## src/rtl/step_sequencer_pkg.sv

```systemverilog
// Shared sequencer state encoding and stage index constants.
// Imported by the step sequencer and anything that decodes its stage.
package cpu_pkg;

  typedef enum logic [2:0] {
    IDLE,
    RUN,
    WAIT_MEM,
    HALTED,
    ERROR
  } seq_state_t;

  localparam int STG_FETCH = 0;
  localparam int STG_MEM   = 3;

endpackage

```

## src/rtl/step_sequencer_if.sv

```systemverilog
// Memory handshake between the sequencer and the datapath/memory.
// master = sequencer side, slave = datapath/memory side.
interface step_sequencer_if;

  logic mem_need;
  logic mem_ready;
  logic mem_req;

  modport master (
    input  mem_need,
    input  mem_ready,
    output mem_req
  );

  modport slave (
    output mem_need,
    output mem_ready,
    input  mem_req
  );

endinterface

```

## src/rtl/step_sequencer_step_sync.sv

```systemverilog
// Step button synchroniser with rising-edge detect.
// One press yields a single one-cycle token.
module step_sync (
  input  logic clk,
  input  logic rst_n,
  input  logic btn,
  output logic token
);

  logic [2:0] sync;

  always_ff @(posedge clk or negedge rst_n) begin
    if (!rst_n) begin
      sync <= '0;
    end else begin
      sync <= {sync[1:0], btn};
    end
  end

  assign token = sync[1] & ~sync[2];

endmodule

```

## src/rtl/step_sequencer.sv

```systemverilog
// Instruction stage sequencer: free-run or single-step, with
// memory wait states, timeout error and halt-after-instruction.
module step_sequencer
  import cpu_pkg::*;
#(
  parameter int NUM_STAGES = 5,
  parameter logic [NUM_STAGES-1:0] MEM_STAGE_MASK = 5'b01001,
  parameter int AUTO_DIV = 0,
  parameter int MEM_TIMEOUT = 15,
  parameter int CNT_W = 16,
  localparam int STG_W = $clog2(NUM_STAGES)
) (
  input  logic                  clk,
  input  logic                  rst_n,
  input  logic                  is_auto,
  input  logic                  next_stage,
  input  logic                  halt_req,
  step_sequencer_if.master      mem,
  output logic [STG_W-1:0]      stage,
  output logic [NUM_STAGES-1:0] stage_en,
  output logic                  halted,
  output logic                  error,
  output logic [CNT_W-1:0]      instr_count
);

  localparam int PRE_W  = $clog2(AUTO_DIV + 2);
  localparam int WAIT_W = $clog2(MEM_TIMEOUT + 1);
  localparam logic [STG_W-1:0] LAST = STG_W'(NUM_STAGES - 1);

  seq_state_t            state, state_n;
  logic [STG_W-1:0]      stage_n;
  logic [NUM_STAGES-1:0] en_n;
  logic [CNT_W-1:0]      cnt_n;
  logic [PRE_W-1:0]      pre, pre_n;
  logic [WAIT_W-1:0]     wait_cnt, wait_n;
  logic req, req_n;
  logic halted_n, error_n;
  logic hold, hold_n;
  logic auto_q;
  logic token, adv, commit;

  step_sync u_sync (
    .clk   (clk),
    .rst_n (rst_n),
    .btn   (next_stage),
    .token (token)
  );

  assign adv = (state == RUN) &&
               (is_auto ? (pre == PRE_W'(AUTO_DIV)) : token);

  always_comb begin
    state_n  = state;
    stage_n  = stage;
    en_n     = '0;
    req_n    = req;
    halted_n = halted;
    error_n  = error;
    cnt_n    = instr_count;
    hold_n   = hold | halt_req;
    wait_n   = wait_cnt;
    pre_n    = pre;
    commit   = 1'b0;

    // A mode change restarts the prescaler so auto timing is fresh.
    if (is_auto != auto_q) begin
      pre_n = '0;
    end else if (state == RUN && is_auto) begin
      pre_n = adv ? '0 : pre + 1'b1;
    end

    unique case (state)
      IDLE: state_n = RUN;
      RUN: begin
        if (adv) begin
          if (MEM_STAGE_MASK[stage] && mem.mem_need) begin
            state_n = WAIT_MEM;
            req_n   = 1'b1;
            wait_n  = '0;
          end else begin
            commit = 1'b1;
          end
        end
      end
      WAIT_MEM: begin
        if (mem.mem_ready) begin
          req_n  = 1'b0;
          commit = 1'b1;
        end else if (wait_cnt == WAIT_W'(MEM_TIMEOUT - 1)) begin
          state_n = ERROR;
          req_n   = 1'b0;
          error_n = 1'b1;
        end else begin
          wait_n = wait_cnt + 1'b1;
        end
      end
      default: ;
    endcase

    if (commit) begin
      en_n = NUM_STAGES'(1) << stage;
      if (stage == LAST) begin
        stage_n  = STG_W'(STG_FETCH);
        cnt_n    = instr_count + 1'b1;
        state_n  = hold_n ? HALTED : RUN;
        halted_n = hold_n;
      end else begin
        stage_n = stage + 1'b1;
        state_n = RUN;
      end
    end
  end

  always_ff @(posedge clk or negedge rst_n) begin
    if (!rst_n) begin
      state       <= IDLE;
      stage       <= '0;
      stage_en    <= '0;
      req         <= 1'b0;
      halted      <= 1'b0;
      error       <= 1'b0;
      instr_count <= '0;
      hold        <= 1'b0;
      auto_q      <= 1'b0;
      pre         <= '0;
      wait_cnt    <= '0;
    end else begin
      state       <= state_n;
      stage       <= stage_n;
      stage_en    <= en_n;
      req         <= req_n;
      halted      <= halted_n;
      error       <= error_n;
      instr_count <= cnt_n;
      hold        <= hold_n;
      auto_q      <= is_auto;
      pre         <= pre_n;
      wait_cnt    <= wait_n;
    end
  end

  assign mem.mem_req = req;

endmodule
```

## src/flat_wrapper.sv

```systemverilog
// flat-port wrapper written by rule: the top's interface ports become plain ports
module step_sequencer_flat import cpu_pkg::*;
#(
  parameter int NUM_STAGES = 5,
  parameter logic [NUM_STAGES-1:0] MEM_STAGE_MASK = 5'b01001,
  parameter int AUTO_DIV = 0,
  parameter int MEM_TIMEOUT = 15,
  parameter int CNT_W = 16,
  localparam int STG_W = $clog2(NUM_STAGES)
)
  (clk, rst_n, is_auto, next_stage, halt_req, stage, stage_en, halted, error, instr_count, mem_mem_need, mem_mem_ready, mem_mem_req);
  step_sequencer_if mem_i ();
  input  logic clk;
  input  logic rst_n;
  input  logic is_auto;
  input  logic next_stage;
  input  logic halt_req;
  output logic [STG_W-1:0] stage;
  output logic [NUM_STAGES-1:0] stage_en;
  output logic halted;
  output logic error;
  output logic [CNT_W-1:0] instr_count;
  input wire logic [$bits(mem_i.mem_need)-1:0] mem_mem_need;
  input wire logic [$bits(mem_i.mem_ready)-1:0] mem_mem_ready;
  output wire logic [$bits(mem_i.mem_req)-1:0] mem_mem_req;
  assign mem_i.mem_need = mem_mem_need;
  assign mem_i.mem_ready = mem_mem_ready;
  assign mem_mem_req = mem_i.mem_req;
  step_sequencer #(.NUM_STAGES(NUM_STAGES), .MEM_STAGE_MASK(MEM_STAGE_MASK), .AUTO_DIV(AUTO_DIV), .MEM_TIMEOUT(MEM_TIMEOUT), .CNT_W(CNT_W)) u_core (.clk(clk), .rst_n(rst_n), .is_auto(is_auto), .next_stage(next_stage), .halt_req(halt_req), .mem(mem_i), .stage(stage), .stage_en(stage_en), .halted(halted), .error(error), .instr_count(instr_count));
endmodule
```

## config.mk

```make
export PLATFORM = sky130hd
export DESIGN_NAME = step_sequencer_flat
export DESIGN_NICKNAME = d
export VERILOG_FILES = /design/src/rtl/step_sequencer_pkg.sv /design/src/rtl/step_sequencer_if.sv /design/src/rtl/step_sequencer_step_sync.sv /design/src/rtl/step_sequencer.sv /design/src/flat_wrapper.sv
export SDC_FILE = /design/constraint.sdc
export NUM_CORES = 1
export LEC_CHECK = 0
export BUFFER_PORTS_ARGS = -buffer_cell sky130_fd_sc_hd__buf_2
export CAP_MARGIN = 10
export CORE_AREA = 5 5 50 95
export CTS_CLUSTER_SIZE = 8
export DETAILED_ROUTE_END_ITERATION = 7
export DIE_AREA = 0 0 55 100
export MAX_ROUTING_LAYER = met4
export PLACE_DENSITY = 0.7
export SYNTH_ARGS = -nofsm -noshare
export SYNTH_HDL_FRONTEND = slang
export SYNTH_HIERARCHICAL = 1
export SYNTH_SLANG_ARGS = --single-unit
```

## constraint.sdc

```tcl
create_clock -name clk -period 2.19 [get_ports clk]
set_input_delay 0 -clock clk [delete_from_list [all_inputs] [get_ports clk]]
set_output_delay 0 -clock clk [all_outputs]
set_load 0.01 [all_outputs]
```

==> impl_results.md, run 1 <==
- Status: complete, no violations
- Post-CTS Hold Buffers: 4
- CP Capture Type: flip-flop
- Reg2reg end: u_core/wait_cnt[2]
- Fraction of layout cells with a size suffix above 1: between 20% and 30%
- Die Wd: between 50 and 60 um
- Post-route setup slack: ~0.16 ns
- 1st-iter DRT viols: 32
- Worst vdd ir: about 0.00067 V
- CP endpoint: u_core/wait_cnt[2]
- Drt pass-1 iters: 4
- Detailed placement HPWL: between 2000 and 3000 um
- Power density over cell area: about 980 nW/um^2
- Vias in the first global route: between 1,000 and 1,500
- Worst-case reg-to-reg path depth: 6
- Nets: roughly 220
- # Post-CTS Setup Buffers: 0
- Die area: about 5500 um^2
- Slew @ Worst Pin: slightly below 0.9 ns
- Routability cong.: between 0.7 and 0.8
- Warnings from Yosys: 6
- Max incr delay on CP: roughly 0.4 ns
- Synthesized area: roughly 1900 um^2
- Root Driver: clkbuf_8
- Number of CTS-inserted buffers: 5
- Aggregate global routing overflow: 0
- Crit path from: u_core/stage[0]
- Commonest non-fill, non-tap cell in the layout: dfrtp_1
- Port-buffer cells: 33
- Cell Rows: 32
- Post-synth net total: 175
- Arrival @ worst endpoint: between 2 and 2.5 ns
- Syn-to-layout area delta: 18.72%
- Setup Viol. Count Final: 0
- Pin count of the biggest net entering global routing: ~40
- Critical path class: reg2reg
- Mean Syn Cell Area: ~12 um^2
- Buf+Inv Stages, Crit Path: 1
- I/O Pins: 34
- Mapped Cells: 160
- Post-DRT Antenna Nets: 0
- Clk_lat worst skew: 0.29 ns
- Post-synthesis register bit count: 40
- Max-Cap Viols: 0
- Reg-to-reg slack, setup: 0.16 ns
- Hold Path Depth: 4
- Post-synthesis sequential area ratio: a little over half
- CP Cell Sequence: inv_1 > ha_1 > or3b_1 > and2_1 > a211oi_1 > mux2i_1
- Vias: between 1,000 and 1,500
- Yosys cell types: between 40 and 50
- Setup TNS Final: 0 ns
- Drc violations: 0
- Leading area contributor after synthesis: dfrtp_1
- H-tree depth: 2
- Post-DR wirelength/cell: 15.17 um
- Clock-pin slew on the worst setup and hold paths: ~0.08 ns
- Top Family by Delay on Critical Path: simple AND/OR/NAND/NOR gates
- Vias per inst: approximately 5.3
- Die height: 100 um
- Crit path depth: 6
- Fmax: around 0.5 GHz
- Clk_skew: 0.01143 ns
- First-pass GRT wire length: between 6000 and 7000 um
- Rel. slew slack: between 40% and 50%
- Final period utilization: a little over 90%
- Initial Util: 48.36%
- Min-delay worst type: in2reg
- CTS tree: yes
- Most frequent cells in the layout: 40 x dfrtp_1, 33 x buf_2, 13 x nand3_1
- GRT Total Usage: 16.73%
- DP Worst Slack: approximately 0.18 ns
- Initial antenna violation count: 0
- Final max-slew violation count: 0
- Post-synth EDFFs: 0
- Share of the synthesized area in the top cell type: a little over half
- Ys async rst share: between 90% and 100%
- Sink Count: 40
- Routed wire length: roughly 3900 um
- Synth top area cells: dfrtp_1 53%, ha_1 5.3%, xnor2_1 4.7%, nand3_1 3.5%, and3_1 2.3%
- Dominant synthesized flop cell: dfrtp_1
- Final hold vios: 0
- CP required: 2.41 ns
- RSZ-0062 raised after global routing: false
- Reg2reg start: u_core/stage[0]
- Antenna fix cells: 0
- Leak: 1.093 nW
- CTS resizes: 0
- Slowest cell on the critical path: dfrtp_1
- Clk buf depth: 2
- Core Box Area: between 3000 and 4000 um^2
- Period minus WS final: 2.025 ns
- Startpoint types: flip-flop
- CP max FO: 9
Yosys cell counts (2+ instances only):
| master | n |
|---|---|
| o21ai_0 | 6 |
| dfrtp_1 | 40 |
| nand2_1 | 8 |
| mux2_4 | 2 |
| nand4_1 | 4 |
| and3_1 | 7 |
| mux2i_1 | 3 |
| or2_2 | 3 |
| and2_1 | 3 |
| ha_1 | 8 |
| nor3_1 | 4 |
| xor2_1 | 5 |
| nand3_1 | 13 |
| nor2_1 | 5 |
| nor3b_1 | 2 |
| a21oi_1 | 2 |
| xnor2_1 | 10 |
| buf_2 | 2 |
| a211oi_1 | 2 |
| o21bai_1 | 4 |
| inv_1 | 6 |
how the worst min path moves through the flow:
stage / startpoint / endpoint
floorplan: rst_n / u_core/auto_q
global placement: next_stage / u_core/u_sync/sync[0]
detailed placement: next_stage / u_core/u_sync/sync[0]
CTS: mem_mem_ready / u_core/error
global route: mem_mem_ready / u_core/error
finish: mem_mem_ready / u_core/error
logic make-up (layout without fill, tap and decap cells):
family	after synthesis	count (layout)	share of synthesized area [%]
AO/OA/AOI/OAI	22	22	8.662
AND/OR/NAND/NOR	61	61	20.39
multiplexers	5	5	3.198
flip-flops	40	40	53.30
adder cells (fa/ha/maj)	8	8	5.330
XOR/XNOR	15	15	6.995
buffers and inverters	9	53	2.132
stage by stage:
stage / utilization (%) / total power [mW] / instances / hold WS, ns / instance area (um^2)
2_1_floorplan: - / 1.490 / 160 / -0.2956 / 1878
3_3_place_gp: 54.19 / 1.666 / 243 / 0.1113 / 2105
3_5_place_dp: 54.19 / 1.712 / 243 / 0.1128 / 2105
4_1_cts: 57.41 / 2.201 / 255 / 0.2302 / 2230
5_1_grt: 57.41 / 2.340 / 255 / 0.2608 / 2230
6_report: 57.41 / 2.178 / 255 / 0.2251 / 2230
routing by layer:
layer	routed length [um]	vias to the layer above	track usage [%]
li1	-	649	-
met1	1503	653	19.69
met2	2125	33	26.19
met3	148	9	4.160
met4	92	0	7.491
met5	0	-	-
area by class of cell:
cell class                 instances  area, um^2
clock inverter                     1       8.758
inverter                           6       22.52
timing repair buffer              39       220.2
tap                               51       63.81
multi-input combinational        111       837.1
sequential                        40        1001
clock buffer                       7       76.32
fill                             341        1654
sequential cells by signal (all words and copies together), names as in the netlist:
name                count
u_core/mem.mem_req      1
u_core/error            1
u_core/stage_en         5
u_core/hold             1
u_core/pre              1
u_core/stage            3
u_core/state            3
u_core/auto_q           1
u_core/halted           1
u_core/u_sync/sync      3
u_core/wait_cnt         4
u_core/instr_count     16
where the power goes:
group          internal, mW  switching [mW]
Combinational         0.303           0.407
Clock                 0.227           0.247
Sequential            0.862           0.131
worst register-to-register path: cells and delay by family (launching register included):
kind	cells	cell delay, ns
DFF	1	0.40
adders and majority gates	1	0.31
muxes	1	0.21
and+or+nand+nor	2	0.66
buffers and inverters	1	0.11
AOI/OAI and AO/OA	1	0.26
No activity file was read; power rests on OpenSTA's default activity.
==> inputs of run 2 (changes only) <==
Settings changed: ABC_AREA set to 1, CORE_AREA 5 5 50 95 to 5 5 62 120, DIE_AREA 0 0 55 100 to 0 0 67 125, PLACE_DENSITY 0.7 to unset.
==> run 2 against run 1 <==
Critical path depth increased by 4. Combinational power decreased by 95%. Setup slack improved by 0.17 ns. Critical endpoint is now u_core/instr_count[12]. Synthesized area increased by 12%. Die area increased by 52%. Count of clock-buffer cells in the layout increased by 1. Routed wire length increased by 11%. Highest routed layer unchanged. Clock power increased by 53%. Critical path type unchanged. Register-to-register slack improved by 0.17 ns. Clock skew decreased by 0.0068 ns. Flip-flop and latch count unchanged.
==> impl_results.md, run 2 <==
- DP Worst Slack: 0.3140 ns (+0.1325 ns)
- Mean Syn Cell Area: 7.997 um^2 (-32%)
- CP max FO: 21 (+12)
- Ys async rst share: 100.0% (unchanged)
- Synthesized area: 2103 um^2 (+12%)
- Leak: 1.324 nW (+21%)
- Pin count of the biggest net entering global routing: 41 (unchanged)
- Initial antenna violation count: 0 (unchanged)
- Sink Count: 40 (unchanged)
- Core Box Area: 6464 um^2 (+66%)
- RSZ-0062 raised after global routing: false
- Arrival @ worst endpoint: 2.03 ns (-0.22 ns)
- Antenna fix cells: 0 (unchanged)
- CP required: 2.36 ns (-0.05 ns)
- CTS tree: yes
- Nets: 319 (+46%)
- Min-delay src: mem_mem_ready
- Die Wd: 67 um (+22%)
- Cell Rows: 42 (+31%)
- Final core occ: 39.16% (-18 points)
- Post-route cell area: 2531 um^2 (+14%)
- Fraction of layout cells with a size suffix above 1: 18.03% (-8.9 points)
- H-tree depth: 2 (unchanged)
- Die area: 8375 um^2 (+52%)
- Commonest cells post-synth: 100 x nand2_1, 40 x dfrtp_1, 31 x nor2_1
- Total Power: 1.508 mW (-31%)
- Startpoint types: flip-flop
- Cell with the most instances on the worst path: nand2_1
- Share of the synthesized area in the top cell type: 47.59% (-5.7 points)
- Routed wire length: 4308 um (+11%)
- Post-DRT Antenna Nets: 0 (unchanged)
- # Post-CTS Setup Buffers: 0 (unchanged)
- Register with the most flip-flops: u_core/instr_count
- I/O Pins: 34 (unchanged)
- Final period utilization: 84.84% (-7.6 points)
- Crit path from: u_core/stage[0]
- Slew @ Worst Pin: 0.8594 ns (-0.02793 ns)
- Synth top area cells: dfrtp_1 48%, nand2_1 18%, nor2_1 5.5%, ha_1 4.8%, xnor2_1 4.6%
- Post-Layout Cell Count: 393 (+54%)
- Post-CTS Hold Buffers: 4 (unchanged)
- Mapped Cells: 263 (+64%)
- Setup TNS Final: 0 ns (unchanged)
- Clk_skew: 0.004603 ns (-0.006823 ns)
- Warnings from Yosys: 6 (unchanged)
- Dominant synthesized flop cell: dfrtp_1
- Most common cell in the netlist: nand2_1
- Slowest cell on the critical path: dfrtp_1
- Rel. slew slack: 42.70% (+1.9 points)
- GRT Total Usage: 12.00% (-4.7 points)
- Die height: 125 um (+25%)
- Clk_lat worst skew: 0.28 ns (about the same)
- Vias: 1,742 (+30%)
- Number of CTS-inserted buffers: 5 (unchanged)
- Hold WS: 0.1531 ns (-0.07195 ns)
- Post-synthesis register bit count: 40 (unchanged)
- Flip-flop count of the largest register after layout: 16 (unchanged)
- Clock-pin slew on the worst setup and hold paths: 0.05 ns (-0.03 ns)
- Drc violations: 0 (unchanged)
- Post-synthesis sequential area ratio: 47.59% (-5.7 points)
- Reg2reg start: u_core/stage[0]
- Detailed placement HPWL: 3178 um (+11%)
- Initial Util: 32.54% (-16 points)
- Final hold vios: 0 (unchanged)
- Min-delay worst type: in2reg
- CP Capture Type: flip-flop
- CTS resizes: 0 (unchanged)
- Status: complete, no violations
- Most frequent cells in the layout: 100 x nand2_1, 40 x dfrtp_1, 33 x buf_2
- Aggregate global routing overflow: 0 (unchanged)
- Vias in the first global route: 1,734 (+22%)
- Power density over cell area: 595.8 nW/um^2 (-39%)
- Period minus WS final: 1.858 ns (-0.1671 ns)
- Yosys cell types: 25 (-40%)
- Max incr delay on CP: 0.40 ns (about the same)
- Post-DR wirelength/cell: 10.96 um (-28%)
- 1st-iter DRT viols: 100 (+210%)
- Post-synth net total: 278 (+59%)
- Drt pass-1 iters: 4 (unchanged)
- Leading area contributor after synthesis: dfrtp_1
- Syn-to-layout area delta: 20.35%
- Clk buf depth: 2 (unchanged)
- CP Cell Sequence: inv_1 > ha_1 > nor2_1 > nand2_1 > nand3_2 > nand2_4 > nand2_4 > inv_4 > nand2_1 > nand2_1
- Root Driver: clkbuf_16
- DP Area: 2345 um^2 (+11%)
- Final max-slew violation count: 0 (unchanged)
- Routability cong.: 0.7896 (+3.1%)
- Max-Cap Viols: 0 (unchanged)
- Dpl cells: 381 (+57%)
- Vias per inst: 4.433 (-16%)
- Post-synth EDFFs: 0 (unchanged)
- Setup Viol. Count Final: 0 (unchanged)
- Critical path class: reg2reg
- Commonest non-fill, non-tap cell in the layout: nand2_1
- Top Registers: u_core/instr_count (16), u_core/stage_en (5), u_core/wait_cnt (4)
- Worst vdd ir: 0.0005147 V (-23%)
- Post-route setup slack: 0.3320 ns (+0.1671 ns)
- First-pass GRT wire length: 7624 um (+15%)
- Fmax: 0.5382 GHz (+9.0%)
- Port-buffer cells: 33 (unchanged)
## run 2: area by class of cell
cell class / instances / area (um^2)
timing repair buffer: 37 / 205.2
multi-input combinational: 194 / 967.2
sequential: 40 / 1001
clock buffer: 8 / 146.4
inverter: 26 / 101.3
tap: 88 / 110.1
fill: 681 / 3933
## run 2: path summary, 6_finish.rpt
| path | cells past startpoint | slack (ns) | to |
|---|---|---|---|
| setup / recovery | 10 | 0.33 | u_core/instr_count[12] |
| hold / removal | 4 | 0.15 | u_core/stage[2] |
| setup reg to reg | 10 | 0.33 | u_core/instr_count[12] |
| hold reg to reg | 0 | 0.35 | u_core/u_sync/sync[1] |
| max in group asynchronous | 2 | 1.28 | u_core/instr_count[13] |
| min in group asynchronous | 2 | 0.37 | u_core/stage_en[2] |
## run 2: logic make-up (layout without fill, tap and decap cells)
family,count (synthesis),count (layout),share of synthesized area [%]
DFF,40,40,47.59
AOI/OAI and AO/OA,12,12,3.569
xor gates and xnor gates,12,12,4.997
and+or+nand+nor,162,162,32.66
adders and majority gates,8,8,4.759
buffers and inverters,29,71,6.424
## run 2: report_power, final
| part | switching, mW | internal, mW |
|---|---|---|
| sequential | 0.00361 | 0.745 |
| combinational | 0.0219 | 0.0121 |
| clock | 0.271 | 0.454 |
## run 2: metal layers
metal | GRT usage, % | up-vias | share of wire, %
li1 | - | 889 | -
met1 | 15.21 | 807 | 47
met2 | 18.04 | 40 | 47
met3 | 3.411 | 6 | 5.2
met4 | 4.306 | 0 | 1.5
met5 | - | - | 0
## run 2: worst max-delay path, delay by kind of cell (launching register included)
kind	cells	cell delay, ns
adder cells (fa/ha/maj)	1	0.31
AND/OR/NAND/NOR	7	0.80
flip-flops	1	0.40
buffers and inverters	2	0.23
==> inputs of run 3 (changes only) <==
Settings changed: ABC_AREA 1 to 0, CORE_AREA 5 5 62 120 to 5 5 59 114, DIE_AREA 0 0 67 125 to 0 0 64 119.
Clock period 2.19 ns to 1.75 ns, I/O delays scaled along.
==> run 3 against run 2 <==
Global-route usage fell by 0.45 points. Combinational power rose to 34 times the previous value. Clock power grew 52%. Register-to-register slack lost 0.28 ns. Non-clock buffer count rose by 15. Clock skew down 0.0012 ns. Critical path depth shrank 4. Worst hold slack improved by 0.082 ns. Fmax is 9.6% higher. First-iteration DRC count down 85%. Power increased by 130%. Sequential share of layout area is 0.74 points higher. Highest routed layer unchanged.
==> impl_results.md, run 3 (synthesis gave the netlist of run 1 again) <==
- Status: complete, no violations
- CP required: 1.96 ns (-0.40 ns)
- Die Wd: 64 um (-4.5%)
- Aggregate global routing overflow: 0 (unchanged)
- Flip-flop count of the largest register after layout: 16 (unchanged)
- Clk_lat worst skew: 0.28 ns (about the same)
- Port-buffer cells: 33 (unchanged)
- RSZ-0062 raised after global routing: true
- Sink Count: 40 (unchanged)
- Core Box Area: 5709 um^2 (-12%)
- Top Registers: u_core/instr_count (16), u_core/stage_en (5), u_core/wait_cnt (4)
- Period minus WS final: 1.696 ns (-0.1622 ns)
- Post-route setup slack: 0.05417 ns (-0.2778 ns)
- Final hold vios: 0 (unchanged)
- Met1 usage: 11.82% (-3.4 points)
- Vias in the first global route: 1,457 (-16%)
- Reg2reg end: u_core/wait_cnt[2]
- Clock-pin slew on the worst setup and hold paths: 0.06 ns (about the same)
- Final period utilization: 96.90% (+12 points)
- Vias: 1,405 (-19%)
- Drt pass-1 iters: 6 (+2)
- Commonest non-fill, non-tap cell in the layout: dfrtp_1
- I/O Pins: 34 (unchanged)
- First-pass GRT wire length: 6803 um (-11%)
- Drc violations: 0 (unchanged)
- Rel. slew slack: 65.97% (+23 points)
- GR Util met2: 20.34% (+2.3 points)
- Routed wire length: 3859 um (-10%)
- Startpoint types: flip-flop
- Setup Viol. Count Final: 0 (unchanged)
- Initial Util: 32.90% (+0.36 points)
- Initial antenna violation count: 0 (unchanged)
- DP Worst Slack: -0.06629 ns (-0.3803 ns)
- CP endpoint: u_core/wait_cnt[2]
- Most frequent cells in the layout: 40 x dfrtp_1, 33 x buf_2, 14 x buf_4
- Critical path class: reg2reg
- Clk_skew: 0.003440 ns (-0.001163 ns)
- Final max-slew violation count: 0 (unchanged)
- Post-DR wirelength/cell: 13.88 um (+27%)
- Antenna fix cells: 0 (unchanged)
- CTS tree: yes
- Worst vdd ir: 0.0008758 V (+70%)
- Die height: 119 um (-4.8%)
- CP Capture Type: flip-flop
- Fmax: 0.5897 GHz (+9.6%)
- Busiest layer in global routing: met2
- Cell Rows: 39 (-7.1%)
- CP max FO: 8 (-62%)
- Clk buf depth: 2 (unchanged)
- Pin count of the biggest net entering global routing: 41 (unchanged)
- Worst-case reg-to-reg path depth: 6 (-4)
- Post-DRT Antenna Nets: 0 (unchanged)
- Min-delay worst type: in2reg
- Reg2reg start: u_core/stage[1]
- Number of CTS-inserted buffers: 5 (unchanged)
- Vias per inst: 5.054 (+14%)
- Nets: 231 (-28%)
- Syn-to-layout area delta: 32.31%
- Met3 Resource Use GR: 2.354% (-1.1 points)
- H-tree depth: 2 (unchanged)
- 1st-iter DRT viols: 15 (-85%)
- Total Power: 3.480 mW (+130%)
- Reg-to-reg slack, setup: 0.05 ns (-0.28 ns)
- Root Driver: clkbuf_16
- GRT Total Usage: 11.54% (-0.45 points)
- Hold WS: 0.2347 ns (+0.08160 ns)
- Leak: 1.208 nW (-8.8%)
- Fraction of layout cells with a size suffix above 1: 36.41% (+18 points)
- Max-Cap Viols: 0 (unchanged)
- Die area: 7616 um^2 (-9.1%)
- Register with the most flip-flops: u_core/instr_count
- Crit path from: u_core/stage[1]
- Arrival @ worst endpoint: 1.90 ns (-0.13 ns)
- Detailed placement HPWL: 2906 um (-8.6%)
- Power density over cell area: 1400 nW/um^2 (+140%)
- Routability cong.: 0.7227 (-8.5%)
- Fillcell total: 544 (-20%)
- Setup TNS Final: 0 ns (unchanged)
- Slew @ Worst Pin: 0.5105 ns (-0.3490 ns)
==> run 3: changes by cell type in the layout (fill, tap and decap cells not counted), moves of 5 or more <==
cell	change
inv_1	-19
nand2_1	-92
buf_4	+14
and3_1	+7
nand3_1	-5
nor2_1	-26
==> run 3: through the flow <==
stage | std cells | utilization (%) | cell area [um^2]
floorplan | 160 | - | 1907
global route | 278 | 43.52 | 2485
CTS | 276 | 42.87 | 2447
global placement | 264 | 38.92 | 2222
detailed placement | 264 | 38.92 | 2222
finish | 278 | 43.52 | 2485
==> run 3: final cells by class <==
| type | count | area, um^2 | share of cell area (%) |
|---|---|---|---|
| Tap cell | 61 | 76.32 | 3.072 |
| Multi-Input combinational cell | 111 | 880.8 | 35.45 |
| Inverter | 6 | 22.52 | 0.9063 |
| Clock inverter | 1 | 30.03 | 1.208 |
| Sequential cell | 40 | 1001 | 40.28 |
| Timing Repair Buffer | 52 | 321.6 | 12.94 |
| Clock buffer | 7 | 152.6 | 6.143 |
==> run 3: worst min path at each step <==
stage / depth (start not counted) / to / from
2_1_floorplan: 0 / u_core/auto_q / rst_n
3_3_place_gp: 2 / u_core/instr_count[15] / rst_n
3_5_place_dp: 2 / u_core/instr_count[13] / rst_n
4_1_cts: 4 / u_core/state[2] / mem_mem_ready
5_1_grt: 4 / u_core/state[2] / mem_mem_ready
6_report: 4 / u_core/state[2] / mem_mem_ready
==> run 3: metal layers <==
| layer | up-vias | wire length, um |
|---|---|---|
| met1 | 691 | 1449 |
| met2 | 22 | 2235 |
| met5 | - | 0 |
| met4 | 0 | 86 |
| li1 | 684 | - |
| met3 | 8 | 88 |
==> run 3: critical path, cell delays in order (launching register included) <==
cell and delay, ns:
dfrtp_1 0.38, inv_2 0.08, ha_4 0.20, or3b_4 0.38
and2_4 0.20, a211oi_2 0.18, mux2i_1 0.20
==> run 3: repair_timing <==
item	CTS	global route
endpoints found under the setup margin	2	9
setup buffers	0	2
hold buffers	4	0
cloned	0	0
gates resized for setup	2	5
pin swaps	1	2
endpoints found under the hold margin	43	0
==> run 3: power by group <==
| part | internal [mW] | switching (mW) |
|---|---|---|
| Combinational | 0.576 | 0.596 |
| Clock | 0.750 | 0.347 |
| Sequential | 1.08 | 0.129 |
